<file path="config.mk">
export PLATFORM = sky130hd
export DESIGN_NAME = seg7_scan_capture
export DESIGN_NICKNAME = d
export VERILOG_FILES = /design/src/rtl/seg7_scan_capture.sv
export SDC_FILE = /design/constraint.sdc
export NUM_CORES = 1
export LEC_CHECK = 0
export BUFFER_PORTS_ARGS = -buffer_cell sky130_fd_sc_hd__buf_2
export CAP_MARGIN = 20
export CORE_MARGIN = 8
export CORE_UTILIZATION = 35
export DETAILED_ROUTE_END_ITERATION = 6
export HOLD_SLACK_MARGIN = 0.08
export PLACE_DENSITY = 0.53
export SETUP_SLACK_MARGIN = 0.15
export SYNTH_ARGS = -nofsm -noshare
export SYNTH_HDL_FRONTEND = slang
export SYNTH_SLANG_ARGS = --single-unit
</file>
<file path="constraint.sdc">
create_clock -name clk -period 3.1 [get_ports clk]
set_input_delay 0.62 -clock clk [delete_from_list [all_inputs] [get_ports clk]]
set_output_delay 0.62 -clock clk [all_outputs]
set_load 0.05 [all_outputs]
</file>
<file path="src/rtl/seg7_scan_capture.sv">
// Recovers per-position digit values from a multiplexed active-low 7-segment bus.
// Latency: one input-register cycle plus STABLE_CYCLES of stability; no backpressure (free-running monitor).
module seg7_scan_capture #(
    parameter int NUM_DIGITS    = 4,
    parameter int STABLE_CYCLES = 4,
    parameter int CNT_W         = 8
) (
    input  logic                    clk,
    input  logic                    rst,
    input  logic [NUM_DIGITS-1:0]   anode_n,
    input  logic [6:0]              segment,
    input  logic                    err_clr,
    output logic [4*NUM_DIGITS-1:0] digits_out,
    output logic [NUM_DIGITS-1:0]   digit_valid,
    output logic                    frame_done,
    output logic                    error_sticky
);

    localparam int IDX_W = (NUM_DIGITS > 1) ? $clog2(NUM_DIGITS) : 1;
    localparam logic [CNT_W-1:0] CNT_MAX = CNT_W'(STABLE_CYCLES - 1);

    logic [NUM_DIGITS-1:0] anode_r;
    logic [6:0]            seg_r;
    logic [CNT_W-1:0]      cnt;
    logic                  cap_done;
    logic [NUM_DIGITS-1:0] mask;

    logic [NUM_DIGITS-1:0] sel;
    logic                  active;
    logic [IDX_W-1:0]      pos;
    logic                  same;
    logic                  hold_ok;
    logic                  capture;
    logic [3:0]            dec_val;
    logic                  dec_digit;
    logic                  dec_blank;
    logic [NUM_DIGITS-1:0] mask_nxt;

    // Exactly one low anode bit means a single position is being driven.
    always_comb begin
        sel    = ~anode_r;
        active = (|sel) && ~|(sel & (sel - NUM_DIGITS'(1)));
        pos    = '0;
        for (int i = 0; i < NUM_DIGITS; i++) begin
            if (sel[i]) begin
                pos = IDX_W'(i);
            end
        end
    end

    always_comb begin
        dec_val   = 4'hF;
        dec_digit = 1'b1;
        dec_blank = 1'b0;
        case (seg_r)
            7'b0000001: dec_val = 4'd0;
            7'b1001111: dec_val = 4'd1;
            7'b0010010: dec_val = 4'd2;
            7'b0000110: dec_val = 4'd3;
            7'b1001100: dec_val = 4'd4;
            7'b0100100: dec_val = 4'd5;
            7'b0100000: dec_val = 4'd6;
            7'b0001111: dec_val = 4'd7;
            7'b0000000: dec_val = 4'd8;
            7'b0000100: dec_val = 4'd9;
            7'b1111111: begin
                dec_digit = 1'b0;
                dec_blank = 1'b1;
            end
            default: dec_digit = 1'b0;
        endcase
    end

    // The incoming pins are the next registered sample, so comparing them with
    // the current registered pair lets the capture land exactly STABLE_CYCLES
    // edges after the pattern is first registered.
    assign same     = ({anode_n, segment} == {anode_r, seg_r});
    assign hold_ok  = same && active;
    assign capture  = active && (cnt == CNT_MAX) && !cap_done;
    assign mask_nxt = mask | sel;

    always_ff @(posedge clk) begin
        if (rst) begin
            anode_r      <= '1;
            seg_r        <= 7'b1111111;
            cnt          <= '0;
            cap_done     <= 1'b0;
            mask         <= '0;
            digits_out   <= '1;
            digit_valid  <= '0;
            frame_done   <= 1'b0;
            error_sticky <= 1'b0;
        end else begin
            anode_r    <= anode_n;
            seg_r      <= segment;
            frame_done <= 1'b0;

            if (hold_ok) begin
                if (cnt != CNT_MAX) begin
                    cnt <= cnt + CNT_W'(1);
                end
            end else begin
                cnt <= '0;
            end

            // A changing pair re-arms capture even on the capture edge itself.
            if (!hold_ok) begin
                cap_done <= 1'b0;
            end else if (capture) begin
                cap_done <= 1'b1;
            end

            if (capture) begin
                if (dec_digit) begin
                    digits_out[4*pos +: 4] <= dec_val;
                    digit_valid[pos]       <= 1'b1;
                end else if (dec_blank) begin
                    digits_out[4*pos +: 4] <= 4'hF;
                    digit_valid[pos]       <= 1'b0;
                end else begin
                    digit_valid[pos]       <= 1'b0;
                end
                if (&mask_nxt) begin
                    mask       <= '0;
                    frame_done <= 1'b1;
                end else begin
                    mask <= mask_nxt;
                end
            end

            if (capture && !dec_digit && !dec_blank) begin
                error_sticky <= 1'b1;
            end else if (err_clr) begin
                error_sticky <= 1'b0;
            end
        end
    end

endmodule

</file>
==> run_results.csv, run 1 <==
group,metric,value,unit
yosys,syn_avg_cell_area,9.37,um^2
finish,fillers,702,
setup_path,critPathCaptureType,"flip-flop",
finish,area_growth,11.5,%
floorplanning,dieHeight,99.9,um
timing,slew_headroom,0.511,
global_route,grt_first_pass_wirelength,9.39,mm
global_route,grt_max_degree,23,
pwr,vdd_drop_max,0.183,mV
place,placed_area,0.00267,mm^2
setup_path,max_stage_delay,0.38,ns
setup_path,slowest_stage,"dfxtp_1",
place,dp_hpwl,4.14,mm
global_route,antenna_found_initial,0,
finish,stdcell_count,391,
clock_tree,cts_max_path_buffers,2,
yosys,synth-seq-area-share,0.374,
global_route,overflow,0,
detailed_routing,routed_wl,5.45,mm
setup_path,path_class,"flip-flop to flip-flop",
setup_path,start_kind,"flip-flop",
timing,post-route-period-util,0.776,
setup_path,cp_data_arrival_time,2.64,ns
clock_tree,cts_root_buf,"clkbuf_8",
finish,nNetsFinal,317,
clock_tree,htree_levels,2,
run_status,status,"finished clean",
detailed_routing,num_vias,1933,
setup_path,crit_fanout,9,
clock_tree,cts_resized,0,
timing,setup_viol,0,
detailed_routing,first_pass_iters,4,
clock_tree,clock_latency,0.30,ns
finish,post-route-util,0.405,
place,gp_congestion,0.780,
timing,worstMarginPinSlew,0.734,ns
global_route,grt_pass1_vias,1953,
detailed_routing,antenna_left,0,
clock_tree,hold_buffers,0,
run,maxCapViolations,0,
yosys,async_flop_share,0,
floorplanning,die_w,99.9,um
clock_tree,cts_tree,"done",
floorplanning,die_area,0.00998,mm^2
setup_path,path_cells,"nand2b_1 > nand2_1 > inv_1 > ha_1 > nor2b_1 > nand4_1 > or2_2 > a21oi_1 > nor3_1 > o21ai_0",
timing,slew_violations,0,
clock_tree,cts_made_buffers,5,
floorplanning,initial_core_util,0.363,
timing,fin_worst_skew,0.0104,ns
pwr,powerDensity,389,mW/mm^2
detailed_routing,drc,0,
yosys,syn-num-nets,285,
pwr,fin_total_pwr,1.07,mW
global_route,grt_usage,0.116,
finish,diodes,0,
place,portBuffers,35,
clock_tree,cts_setup_buffers,0,
worst_hold_path,min_path_type,"flip-flop to flip-flop",
place,dp.cells,384,
yosys,synth_seq_cells,46,
timing,timing_hold_violations_final,0,
timing,max_freq,416,MHz
detailed_routing,via_per_inst,4.94,
yosys,yosys_warnings,0,
yosys,synth_cell_types,55,
clock_tree,clkTransAtPathRegs,0.09,ns
detailed_routing,drt-wirelength-per-cell,13.9,um
yosys,synthFlopType,"dfxtp_1",
floorplanning,num_io_pins,36,
timing,finalCriticalPeriod,2.41,ns
floorplanning,rows,30,
floorplanning,fp.coreArea,0.00679,mm^2
finish,fin_area,0.00275,mm^2
finish,drive_gt1_frac,0.241,
yosys,synth_edf_count,0,
pwr,p_leak,1.01,nW
timing,tns,0,ns
timing,rsz0062_at_grt,"no",
setup_path,worstPathRequired,3.34,ns
yosys,postSynthCellCount,263,
detailed_routing,drtIter0Drc,54,
clock_tree,clock-sinks,46,
yosys,netlist_area,0.00246,mm^2
==> cells by family (layout without fill, tap and decap cells) <==
family,Yosys count,in the layout,synth area share
AO/OA/AOI/OAI,59,59,0.206
XOR/XNOR,19,19,0.0675
adder cells (fa/ha/maj),8,8,0.0406
buffers and inverters,21,53,0.0584
flip-flops,46,46,0.374
multiplexers,1,1,0.00406
AND/OR/NAND/NOR,109,109,0.250
==> worst paths after layout <==
path | from | end | slack, ns | cells past startpoint
setup / recovery | anode_r[1]$_SDFF_PP1_ | digits_out[9]$_SDFFE_PP1P_ | 0.69 | 10
setup reg to reg | anode_r[1]$_SDFF_PP1_ | digits_out[9]$_SDFFE_PP1P_ | 0.69 | 10
hold / removal | digits_out[10]$_SDFFE_PP1P_ | digits_out[10]$_SDFFE_PP1P_ | 0.46 | 1
hold reg to reg | digits_out[10]$_SDFFE_PP1P_ | digits_out[10]$_SDFFE_PP1P_ | 0.46 | 1
==> per-stage QoR <==
step	hold slack (ns)	worst slack, ns
after floorplan	0.441	1.01
after global placement	0.452	0.797
after detailed placement	0.449	0.701
after CTS	0.469	0.695
after global routing	0.483	0.422
final	0.465	0.694
==> worst max-delay path: cells and delay by family, from the launching register on <==
kind / cells / cell delay (ns)
simple gates: 6 / 1.26
flops: 1 / 0.38
fa+ha+maj: 1 / 0.29
compound gates: 2 / 0.28
buf+inv: 1 / 0.14
==> area by class of cell <==
type	instances	area (um^2)	area share
clock buffer	6	72.6	0.0264
inverter	8	30.0	0.0109
tap	96	120	0.0437
timing repair buffer	38	198	0.0719
clock inverter	1	7.51	0.00273
sequential	46	921	0.335
multi-input combinational	196	1400	0.509
==> routing by layer <==
layer / global-route usage / up-vias / part of all wire
li1: - / 996 / -
met1: 0.151 / 884 / 0.51
met2: 0.177 / 46 / 0.44
met3: 0.0346 / 7 / 0.044
met4: 0.0407 / 0 / 0.013
met5: 0 / - / 0
==> cell usage after synthesis, types with 2 or more instances <==
master / number / area, um^2
nand4b_1: 3 / 26.3
a21oi_1: 15 / 75.1
nor3_1: 9 / 45.0
a211o_1: 3 / 26.3
nor2b_1: 12 / 75.1
clkbuf_1: 2 / 7.51
nor3_2: 2 / 20.0
inv_1: 8 / 30.0
ha_1: 8 / 100
a221oi_1: 2 / 17.5
buf_4: 3 / 22.5
nand2b_1: 5 / 31.3
o22ai_1: 2 / 12.5
xor2_1: 5 / 43.8
nand4_1: 5 / 31.3
o311ai_4: 4 / 105
a311oi_1: 4 / 35.0
and3_1: 3 / 18.8
or2_2: 13 / 81.3
buf_6: 2 / 22.5
nor2_1: 22 / 82.6
xnor2_1: 14 / 123
o21ai_0: 7 / 35.0
o21ai_1: 5 / 25.0
dfxtp_1: 46 / 921
o211ai_1: 3 / 22.5
a21boi_0: 2 / 15.0
nand2_1: 14 / 52.6
nand3_1: 10 / 50.1
clkbuf_8: 2 / 27.5
buf_2: 2 / 10.0
a211oi_1: 3 / 22.5
==> report_power, final <==
group / internal (mW) / switching, mW / leakage, nW
Clock: 0.155 / 0.198 / 0.0373
Sequential: 0.598 / 0.0180 / 0.374
Combinational: 0.0440 / 0.0567 / 0.594
==> cell usage in the layout (no fill, tap or decap), drive strengths merged, types with 2 or more instances in the layout <==
cell,netlist,layout
o311ai,4,4
nand4,5,5
and3,3,3
a21boi,2,2
or2,13,13
a311oi,4,4
o211ai,4,4
a211oi,3,3
ha,8,8
a21oi,15,15
o22ai,2,2
nor2b,12,12
xor2,5,5
nor2,23,23
a211o,3,3
xnor2,14,14
nand4b,3,3
o21ai,13,13
inv,8,8
a221oi,2,2
nand3,11,11
clkbuf,4,6
buf,8,38
nor3,11,11
nand2,14,14
nand2b,5,5
dfxtp,46,46
==> state kept, by name (all words and copies together), names as in the netlist, named ones only <==
signal        count
seg_r             7
mask              4
cnt               8
error_sticky      1
frame_done        1
cap_done          1
digits_out       16
anode_r           4
Note: power is estimated with default switching activity, not from simulation.
==> run 2: changes to the inputs <==
==> constraint.sdc (replaced) <==
create_clock -name clk -period 2.33 [get_ports clk]
set_input_delay 0.466 -clock clk [delete_from_list [all_inputs] [get_ports clk]]
set_output_delay 0.466 -clock clk [all_outputs]
set_load 0.05 [all_outputs]
==> run 2 against run 1 <==
Wire length up 2.3%; sequential share of layout area is 2.2 points lower; clock power rose by 67%; worst setup slack worse by 0.48 ns; sequential power increased by 32%; highest routed layer unchanged; fmax is 14% higher.
==> run_results.csv, run 2 (synthesis results as in run 1) <==
group,metric,value,unit
floorplanning,rows,30,
floorplanning,num_io_pins,36,
setup_path,crit_end,"digits_out[10]$_SDFFE_PP1P_",
clock_tree,cts_tree,"done",
detailed_routing,routed_wl,5.58,mm
setup_path,crit_family,"compound AO/OA/AOI/OAI gates",
global_route,grt_max_degree,23,
floorplanning,dieHeight,99.9,um
pwr,powerDensity,525,mW/mm^2
place,gp_congestion,0.764,
timing,rsz0062_at_grt,"yes",
place,dp_hpwl,4.17,mm
floorplanning,fp.coreArea,0.00679,mm^2
setup_path,reg2reg_slack,0.22,ns
place,portBuffers,35,
setup_path,path_class,"flip-flop to flip-flop",
detailed_routing,first_pass_iters,4,
timing,setup_ws,0.216,ns
timing,slew_headroom,0.688,
place,dp.cells,398,
timing,setup_viol,0,
global_route,gr-usage-met2,0.172,
finish,fin_area,0.00300,mm^2
finish,diodes,0,
timing,post-route-period-util,0.907,
global_route,groute.layer.met1.usage,0.149,
worst_hold_path,min_path_type,"input pin to flip-flop",
setup_path,max_stage_delay,0.45,ns
finish,top_register,"digits_out",
setup_path,crit_fanout,8,
detailed_routing,via_per_inst,4.89,
setup_path,start_kind,"flip-flop",
clock_tree,htree_levels,2,
global_route,grt_pass1_vias,1939,
global_route,grt_first_pass_wirelength,9.25,mm
setup_path,path_cells,"or3b_4 > a2111oi_4 > a221o_4 > o311ai_4 > a211o_1",
finish,largestRegisters,"digits_out x16, cnt x8, seg_r x7",
setup_path,slowest_stage,"a2111oi_4",
floorplanning,initial_core_util,0.363,
detailed_routing,drc,0,
clock_tree,cts_max_path_buffers,2,
timing,max_freq,473,MHz
place,placed_area,0.00277,mm^2
timing,slew_violations,0,
timing,holdWs,0.366,ns
run_status,status,"finished clean",
global_route,grt_usage,0.114,
finish,nNetsFinal,336,
clock_tree,cts_made_buffers,5,
timing,tns,0,ns
floorplanning,die_area,0.00998,mm^2
setup_path,startpoint,"seg_r[5]$_SDFF_PP1_",
clock_tree,clkTransAtPathRegs,0.08,ns
clock_tree,hold_buffers,0,
finish,largest_register_ffs,16,
setup_path,cp_num_buf_inv,0,
global_route,met3_usage,0.0318,
finish,drive_gt1_frac,0.346,
pwr,vdd_drop_max,0.281,mV
timing,finalCriticalPeriod,2.11,ns
finish,stdcell_count,411,
global_route,antenna_found_initial,0,
setup_path,worst_r2r_path_depth,5,
setup_path,worstPathRequired,2.53,ns
finish,layout_commonest_cell,"dfxtp_1",
setup_path,cp_data_arrival_time,2.31,ns
detailed_routing,antenna_left,0,
timing,timing_hold_violations_final,0,
setup_path,cp_num_cells,5,
detailed_routing,drtIter0Drc,87,
timing,fin_worst_skew,0.00291,ns
clock_tree,clock-sinks,46,
clock_tree,cts_root_buf,"clkbuf_8",
setup_path,reg2reg_from,"seg_r[5]$_SDFF_PP1_",
detailed_routing,drt-wirelength-per-cell,13.6,um
pwr,p_leak,1.12,nW
floorplanning,die_w,99.9,um
finish,area_growth,21.7,%
timing,worstMarginPinSlew,0.467,ns
setup_path,critPathCaptureType,"flip-flop",
setup_path,reg2reg_to,"digits_out[10]$_SDFFE_PP1P_",
run,maxCapViolations,0,
detailed_routing,num_vias,2010,
place,place_ws,0.124,ns
global_route,overflow,0,
finish,layout_common_cells,"dfxtp_1 (39), buf_2 (35), nor2_1 (22), buf_4 (18), xnor2_1 (14)",
clock_tree,clock_latency,0.30,ns
global_route,grt_busiest_layer,"met2",
-- run 2: cell types whose count changed in the layout (fill, tap and decap cells not counted), sizes merged --
cell,previous run,this run
clkinvlp,1,0
bufinv,0,1
clkbuf,6,8
buf,38,56
-- run 2: stage by stage --
stage | util | total power, mW
finish | 0.442 | 1.58
CTS | 0.427 | 1.58
floorplan | - | 0.940
global placement | 0.408 | 0.990
global route | 0.442 | 1.65
detailed placement | 0.408 | 0.989
-- run 2: worst min-delay path by stage --
stage	startpoint	endpoint	slack, ns	depth (start not counted)
after floorplan	mask[3]$_SDFFE_PP0N_	mask[3]$_SDFFE_PP0N_	0.44	2
after global placement	digits_out[10]$_SDFFE_PP1P_	digits_out[10]$_SDFFE_PP1P_	0.45	1
after detailed placement	digits_out[10]$_SDFFE_PP1P_	digits_out[10]$_SDFFE_PP1P_	0.46	1
after CTS	anode_n[0]	anode_r[0]$_SDFF_PP1_	0.36	2
after global routing	segment[5]	seg_r[5]$_SDFF_PP1_	0.36	2
final	segment[5]	seg_r[5]$_SDFF_PP1_	0.37	2
-- run 2: area by class of cell --
cell class	instances	area, um^2
clock buffer	7	76.3
clock inverter	1	30.0
fill	678	3790
inverter	8	30.0
multi-input combinational	196	1460
sequential	46	940
tap	96	120
timing repair buffer	57	349
-- run 2: timing repair --
item / CTS / global route
gates cloned: 0 / 0
buffers inserted: 3 / 2
endpoints found under the setup margin: 2 / 13
resized for setup: 0 / 28
pin swaps: 0 / 9
hold endpoints to repair: 0 / 0
-- run 2: layer usage --
| metal | share of wire | up-vias |
|---|---|---|
| li1 | - | 1041 |
| met2 | 0.43 | 33 |
| met5 | 0 | - |
| met3 | 0.038 | 6 |
| met1 | 0.51 | 930 |
| met4 | 0.013 | 0 |
-- run 2: power breakdown --
group	switching, mW	leakage (nW)	internal [mW]	total, mW
Combinational	0.0904	0.695	0.0813	0.172
Clock	0.270	0.0524	0.321	0.591
Sequential	0.0187	0.374	0.794	0.813
Total	0.379	1.12	1.20	1.58
